===== config.mk =====
export PLATFORM = sky130hd
export DESIGN_NAME = tmds_lane_gearbox
export DESIGN_NICKNAME = d
export VERILOG_FILES = /design/src/rtl/tmds_lane_gearbox.sv
export SDC_FILE = /design/constraint.sdc
export NUM_CORES = 1
export LEC_CHECK = 0
export BUFFER_PORTS_ARGS = -buffer_cell sky130_fd_sc_hd__buf_4
export CORE_MARGIN = 10
export CORE_UTILIZATION = 45
export CTS_BUF_LIST = sky130_fd_sc_hd__clkbuf_16
export DETAILED_ROUTE_END_ITERATION = 6
export PLACE_DENSITY = 0.79
export SYNTH_ARGS = -nofsm -noshare
export SYNTH_HDL_FRONTEND = slang
export SYNTH_SLANG_ARGS = --single-unit
export TNS_END_PERCENT = 5

===== constraint.sdc =====
create_clock -name serclk -period 1.5 [get_ports serclk]
set_input_delay 0.3 -clock serclk [delete_from_list [all_inputs] [get_ports serclk]]
set_output_delay 0.3 -clock serclk [all_outputs]
set_load 0.05 [all_outputs]

===== src/rtl/tmds_lane_gearbox.sv =====
// N-channel word-to-lane gearbox: serializes CHANNELS words of WORD_W bits into LANE_BITS bits per clock.
// Optional TMDS clock-lane pattern output when TMDS_CLK_LANE_EN is defined.
module tmds_lane_gearbox #(
  parameter int                CHANNELS  = 3,
  parameter int                WORD_W    = 10,
  parameter int                LANE_BITS = 2,
  parameter logic [WORD_W-1:0] IDLE_WORD = 10'b1101010100
) (
  input  logic                          serclk,
  input  logic                          rst_n,
  input  logic                          in_valid,
  output logic                          in_ready,
  input  logic [CHANNELS*WORD_W-1:0]    in_data,
  output logic [CHANNELS*LANE_BITS-1:0] lane_out,
  output logic                          word_start,
  output logic                          underflow
`ifdef TMDS_CLK_LANE_EN
  ,
  output logic [LANE_BITS-1:0]          clk_lane
`endif
);

  localparam int SLOTS = WORD_W / LANE_BITS;
  localparam int SW = (SLOTS > 1) ? $clog2(SLOTS) : 1;
  localparam logic [SW-1:0] LAST_SLOT = SW'(SLOTS - 1);

  logic [SW-1:0]               slot;
  logic [WORD_W-1:0]           sh [CHANNELS];
  logic [CHANNELS*WORD_W-1:0]  hold;
  logic                        hold_valid;
  logic                        load;
  logic                        accept;

  // Handshake: a word set transfers on a clock edge where in_valid && in_ready; the
  // source may change in_data freely while in_valid is low, and in_ready never depends on in_valid.
  assign load       = (slot == LAST_SLOT);
  assign in_ready   = !hold_valid || load;
  assign accept     = in_valid && in_ready;
  assign word_start = (slot == '0);

  for (genvar j = 0; j < CHANNELS; j++) begin : g_lane
    assign lane_out[j*LANE_BITS +: LANE_BITS] = sh[j][LANE_BITS-1:0];
  end

  always_ff @(posedge serclk or negedge rst_n) begin
    if (!rst_n) begin
      slot       <= '0;
      hold       <= '0;
      hold_valid <= 1'b0;
      underflow  <= 1'b0;
      for (int j = 0; j < CHANNELS; j++) sh[j] <= IDLE_WORD;
    end else begin
      slot      <= load ? '0 : slot + SW'(1);
      underflow <= 1'b0;
      if (load) begin
        // Held word is older than anything arriving now, so it always goes first.
        if (hold_valid) begin
          for (int j = 0; j < CHANNELS; j++) sh[j] <= hold[j*WORD_W +: WORD_W];
          if (accept) hold <= in_data;
          else        hold_valid <= 1'b0;
        end else if (accept) begin
          for (int j = 0; j < CHANNELS; j++) sh[j] <= in_data[j*WORD_W +: WORD_W];
        end else begin
          for (int j = 0; j < CHANNELS; j++) sh[j] <= IDLE_WORD;
          underflow <= 1'b1;
        end
      end else begin
        for (int j = 0; j < CHANNELS; j++) sh[j] <= sh[j] >> LANE_BITS;
        if (accept) begin
          hold       <= in_data;
          hold_valid <= 1'b1;
        end
      end
    end
  end

`ifdef TMDS_CLK_LANE_EN
  function automatic logic [WORD_W-1:0] clk_pattern();
    logic [WORD_W-1:0] p;
    for (int i = 0; i < WORD_W; i++) p[i] = (i < WORD_W / 2);
    return p;
  endfunction

  localparam logic [WORD_W-1:0] CLK_PAT = clk_pattern();

  // Runs in lockstep with the data shift registers so clk_lane stays slot-aligned.
  logic [WORD_W-1:0] clk_sh;

  always_ff @(posedge serclk or negedge rst_n) begin
    if (!rst_n) clk_sh <= CLK_PAT;
    else        clk_sh <= load ? CLK_PAT : (clk_sh >> LANE_BITS);
  end

  assign clk_lane = clk_sh[LANE_BITS-1:0];
`endif

endmodule

---- Word-level counts from Yosys, hierarchy flattened ----
Index checks and enable logic that the tools add are counted.
word-level totals
  register bits after elaboration ......... 65
  latch bits .............................. 0
  memory bits (writable) .................. 0
  ROM bits ................................ 0
  input port bits ......................... 33
  memories ................................ 0
operators by class
  $add $sub $neg .......................... 1
  multipliers ............................. 0
  divide/modulo/power cells ............... 0
  order comparisons ....................... 0
  equal/unequal tests ..................... 2
  shift-type cells ........................ 0
  mux-type cells .......................... 14
  bitwise gates (word level) .............. 0
  reduce and logical (&&, ||, !) cells .... 5
operators with widths
  operator             count
  $mux 30              6
  $mux 1               7
  $add 3x1->3 const B  1
  $eq 3x3->1 const B   1
  $logic_not 3->1      1
  $mux 3               1
  $ne 2x2->1 const B   1
  $reduce_bool 2->1    1
  $logic_and 1x1->1    1
  $logic_not 1->1      1
  $logic_or 1x1->1     1

---- Depth between registers and ports, before layout ----
  depth in word-level cells ............... 6
  mapped depth ............................ 7

---- Worst setup path before layout ----
OpenSTA, ideal clock, no wires.
  path type ............................... flip-flop to output port
  start ................................... reg slot[0]
  end ..................................... out in_ready
  arrival time ............................ 1.363 ns
  required time ........................... 1.200 ns
  setup slack ............................. -0.163 ns
  stages on the path, launching flop included .. 6
  buffers on the path ..................... 1
  cell sequence ........................... dfrtp_1 -> inv_1 -> ha_1 -> nand2_2 -> buf_1 -> nand2_1
between the ends
  cells in the longest elaborated chain, start to end .. 2
RTL lines
  what                    line  RTL
  start, declared         27    logic [SW-1:0] slot;
  start signal, assigned  53    slot <= load ? '0 : slot + SW'(1);
  $eq 3x3->1              36    assign load = (slot == LAST_SLOT);
  $logic_or 1x1->1        37    assign in_ready = !hold_valid || load;
  end, declared           12    output logic in_ready,
No other way between the ends.

---- Worst setup path after layout ----
  start ................................... reg slot[1]
  end ..................................... out in_ready
The elaborated chain is that of the path after synthesis.

==> impl_results.md <==
* Number of inserted diodes at 0
* Count of endpoints failing hold in the final timing report at 0
* Wire length of the first global-routing pass at 10.1 mm
* Number of global-route vias before repair at 2026
* Setup skew after layout at 0.00970 ns
* Cell Chain, Critical Path: inv_2, ha_4, nand2_4, buf_12, nand2_4, buf_8
* Number of buffer cells added on primary ports at 41
* Global-route congestion overflow total at 0
* Height of the chip at 98.9 um
* Average cell area after synthesis at 12.9 um2
* Post-synth top area cell: sky130_fd_sc_hd__dfrtp_1
* Area fraction of the dominant cell type after synthesis at 44.6%
* Endpoint of the lowest-slack register-to-register path: hold[9]
* Largest cells by area after synthesis: sky130_fd_sc_hd__dfrtp_1, sky130_fd_sc_hd__mux2_4, sky130_fd_sc_hd__dfstp_2
* Share of final-layout standard cells stronger than drive strength 1 at 46.1%
* First-iteration detailed-routing DRC count at 89
* Initial antenna violation count at 0
* Number of ports placed on the die boundary at 42
* DP HPWL at 4.05 mm
* Sequential share of the synthesized area at 58.7%
* Final core utilization at 60.9%
* Clk root buf: sky130_fd_sc_hd__clkbuf_16
* Library cell contributing the largest single delay on the critical path: sky130_fd_sc_hd__dfrtp_1
* Largest fanout on the critical path at 3
* Peak per-stage delay on the critical path at 0.39 ns
* # Max-Cap Violations at 0
* Number of sinks handled by clock tree synthesis at 65
* Post-DR wirelength/cell at 17.4 um
* Cell area after synthesis at 2800 um2
* Startpoint of the most critical register-to-register path: slot[1]
* Worst hold path class: input port to flip-flop
* WL final at 6.18 mm
* Core Box Area at 5990 um2
* Worst-case reg-to-reg path depth at 6
* Violations in the final reports: setup timing
* Cell mode on critical path: sky130_fd_sc_hd__nand2_4
* Die outline area at 9790 um2
* Via-per-instance ratio at 5.28
* Residual DRC at 0
* Register clock-pin slew on the reported worst setup and hold paths at 0.05 ns
* VDD IR max at 0.611 mV
* GRT Resource Usage Total at 12.9%
* Setup crit start: slot[1]
* Clk_lat worst skew at 0.33 ns
* Category of the critical setup timing path: flip-flop to output port
* Post-Syn Nets at 253
* Area delta synth->final at 30.2%
* Commonest non-fill, non-tap cell in the layout: sky130_fd_sc_hd__buf_4
* Worst path required time at 1.20 ns
* Maximum level of the CTS H-tree at 3
* Largest net degree at the start of global routing at 23
* Final hold slack at 0.171 ns
* Number of setup violations in the final report at 33
* Setup_tns at -4.16 ns
* Final net count at 310
* Result of the run: finished, violations left
* Number of distinct library cells after synthesis at 24
* Clock tree from TritonCTS: built
* Unrepaired setup endpoints after global routing: true
* Top library cells by usage in the layout, fill and taps aside: sky130_fd_sc_hd__buf_4, sky130_fd_sc_hd__dfrtp_1, sky130_fd_sc_hd__mux2_4
* Reg-to-reg setup timing slack at -0.16 ns
* Crit path DAT at 1.37 ns
* Worst Setup EP: in_ready
* Post-route ant nets at 0
* Minimum period implied by the final worst setup slack at 1.67 ns
* Number of rows in the core area at 28
* TritonCTS buffer count at 9
* Cell area power density at 1230 nW/um2
* Highest achievable clock rate at 600 MHz
* Final Slew Violations at 0
* Max_slew headroom at 79.1%
* Effective utilization at floorplan at 46.8%
* Yosys synthesis warning count at 0
* Synthesis-stage register bit count at 65
* Critical path capture point type: output port
* Die outline width at 98.9 um
* Final worst-path setup slack at -0.166 ns
* Kind of start point of the critical path: flip-flop
* Leakage component of the power at 1.68 nW
* Cells after Synth at 218
* Maximum clock insertion buffer count at 2
* RD Place Congestion at 0.747
* Detailed-routing iteration count for the pre-antenna-repair pass at 4
* Overall via count from detail_route at 1876
* Final worst path period share at 111%
* Measured slew at the worst slew-check pin at 0.314 ns
==> how the worst min path moves through the flow <==
stage / startpoint / endpoint / slack, ns / depth (start not counted)
finish: in_valid / underflow / 0.17 / 2
global route: in_valid / underflow / 0.18 / 2
CTS: in_valid / underflow / 0.17 / 2
detailed placement: rst_n / hold[24] / 0.21 / 1
global placement: rst_n / hold[22] / 0.21 / 1
floorplan: rst_n / hold[0] / 0.004 / 0
==> registers in the layout, summed over array words and instances (netlist names) <==
signal / count
sh: 24
lane_out: 6
underflow: 1
hold: 30
hold_valid: 1
slot: 3
==> synthesized netlist by cell type <==
| cell | instances |
|---|---|
| sky130_fd_sc_hd__mux2i_1 | 1 |
| sky130_fd_sc_hd__a21oi_1 | 1 |
| sky130_fd_sc_hd__nand2_2 | 1 |
| sky130_fd_sc_hd__mux2_4 | 30 |
| sky130_fd_sc_hd__dfstp_2 | 15 |
| sky130_fd_sc_hd__mux2i_4 | 1 |
| sky130_fd_sc_hd__nand2b_1 | 2 |
| sky130_fd_sc_hd__o21ai_0 | 24 |
| sky130_fd_sc_hd__a22oi_1 | 15 |
| sky130_fd_sc_hd__buf_2 | 6 |
| sky130_fd_sc_hd__nor2_1 | 6 |
| sky130_fd_sc_hd__buf_4 | 7 |
| sky130_fd_sc_hd__inv_1 | 3 |
| sky130_fd_sc_hd__dfrtp_1 | 50 |
| sky130_fd_sc_hd__nand2_1 | 26 |
| sky130_fd_sc_hd__maj3_1 | 1 |
| sky130_fd_sc_hd__ha_1 | 2 |
| sky130_fd_sc_hd__and2_1 | 1 |
| sky130_fd_sc_hd__buf_1 | 2 |
| sky130_fd_sc_hd__clkbuf_1 | 3 |
| sky130_fd_sc_hd__nor3_1 | 1 |
| sky130_fd_sc_hd__buf_6 | 3 |
| sky130_fd_sc_hd__nor2b_1 | 2 |
| sky130_fd_sc_hd__o22ai_1 | 15 |
==> layer usage <==
| metal | routed length (um) | track usage [%] |
|---|---|---|
| met5 | 0 | 0 |
| met4 | 148 | 7.72 |
| met3 | 331 | 3.42 |
| met2 | 3110 | 20.4 |
| met1 | 2590 | 15.5 |
==> timing repair <==
| item | in CTS | in global routing |
|---|---|---|
| pin swaps | 2 | 0 |
| hold buffers | 1 | 0 |
| hold endpoints to repair | 15 | 0 |
| resized for setup | 18 | 7 |
| cloned | 1 | 0 |
| setup buffers | 4 | 0 |
| setup endpoints to repair | 46 | 43 |
==> cell type report <==
type                       instances  area, um2
inverter                           3       11.3
tap                               75       93.8
clock buffer                       9        225
clock inverter                     7       30.0
sequential                        65       1650
multi-input combinational        129       1050
timing repair buffer              67        594
fill                             449       2340
==> through the flow <==
step	area [um2]	power, mW	instances	setup WS [ns]
floorplan	2810	2.51	218	-0.119
global placement	3240	2.69	333	-0.106
detailed placement	3240	2.72	333	-0.201
CTS	3630	4.51	355	-0.140
global route	3650	4.69	355	-0.212
finish	3650	4.49	355	-0.166
==> logic make-up (layout without fill, tap and decap cells) <==
group | count (synthesis) | in the layout | share of synthesized area [%]
adders and majority gates | 3 | 3 | 1.25
and+or+nand+nor | 39 | 39 | 5.80
muxes | 32 | 32 | 17.2
AOI/OAI and AO/OA | 55 | 55 | 11.8
DFF | 65 | 65 | 58.7
buffers and inverters | 24 | 86 | 5.22
==> report_power, final <==
group | switching (mW) | internal [mW] | leakage, nW
clock | 0.711 | 1.08 | 0.124
sequential | 0.0909 | 1.93 | 0.769
combinational | 0.313 | 0.366 | 0.783
==> critical path, delay by kind of cell (launching register included) <==
family / cells / cell delay (ns)
and+or+nand+nor: 2 / 0.14
adders and majority gates: 1 / 0.15
buffers and inverters: 3 / 0.36
DFF: 1 / 0.39
Power figures use the tool's default switching activity.
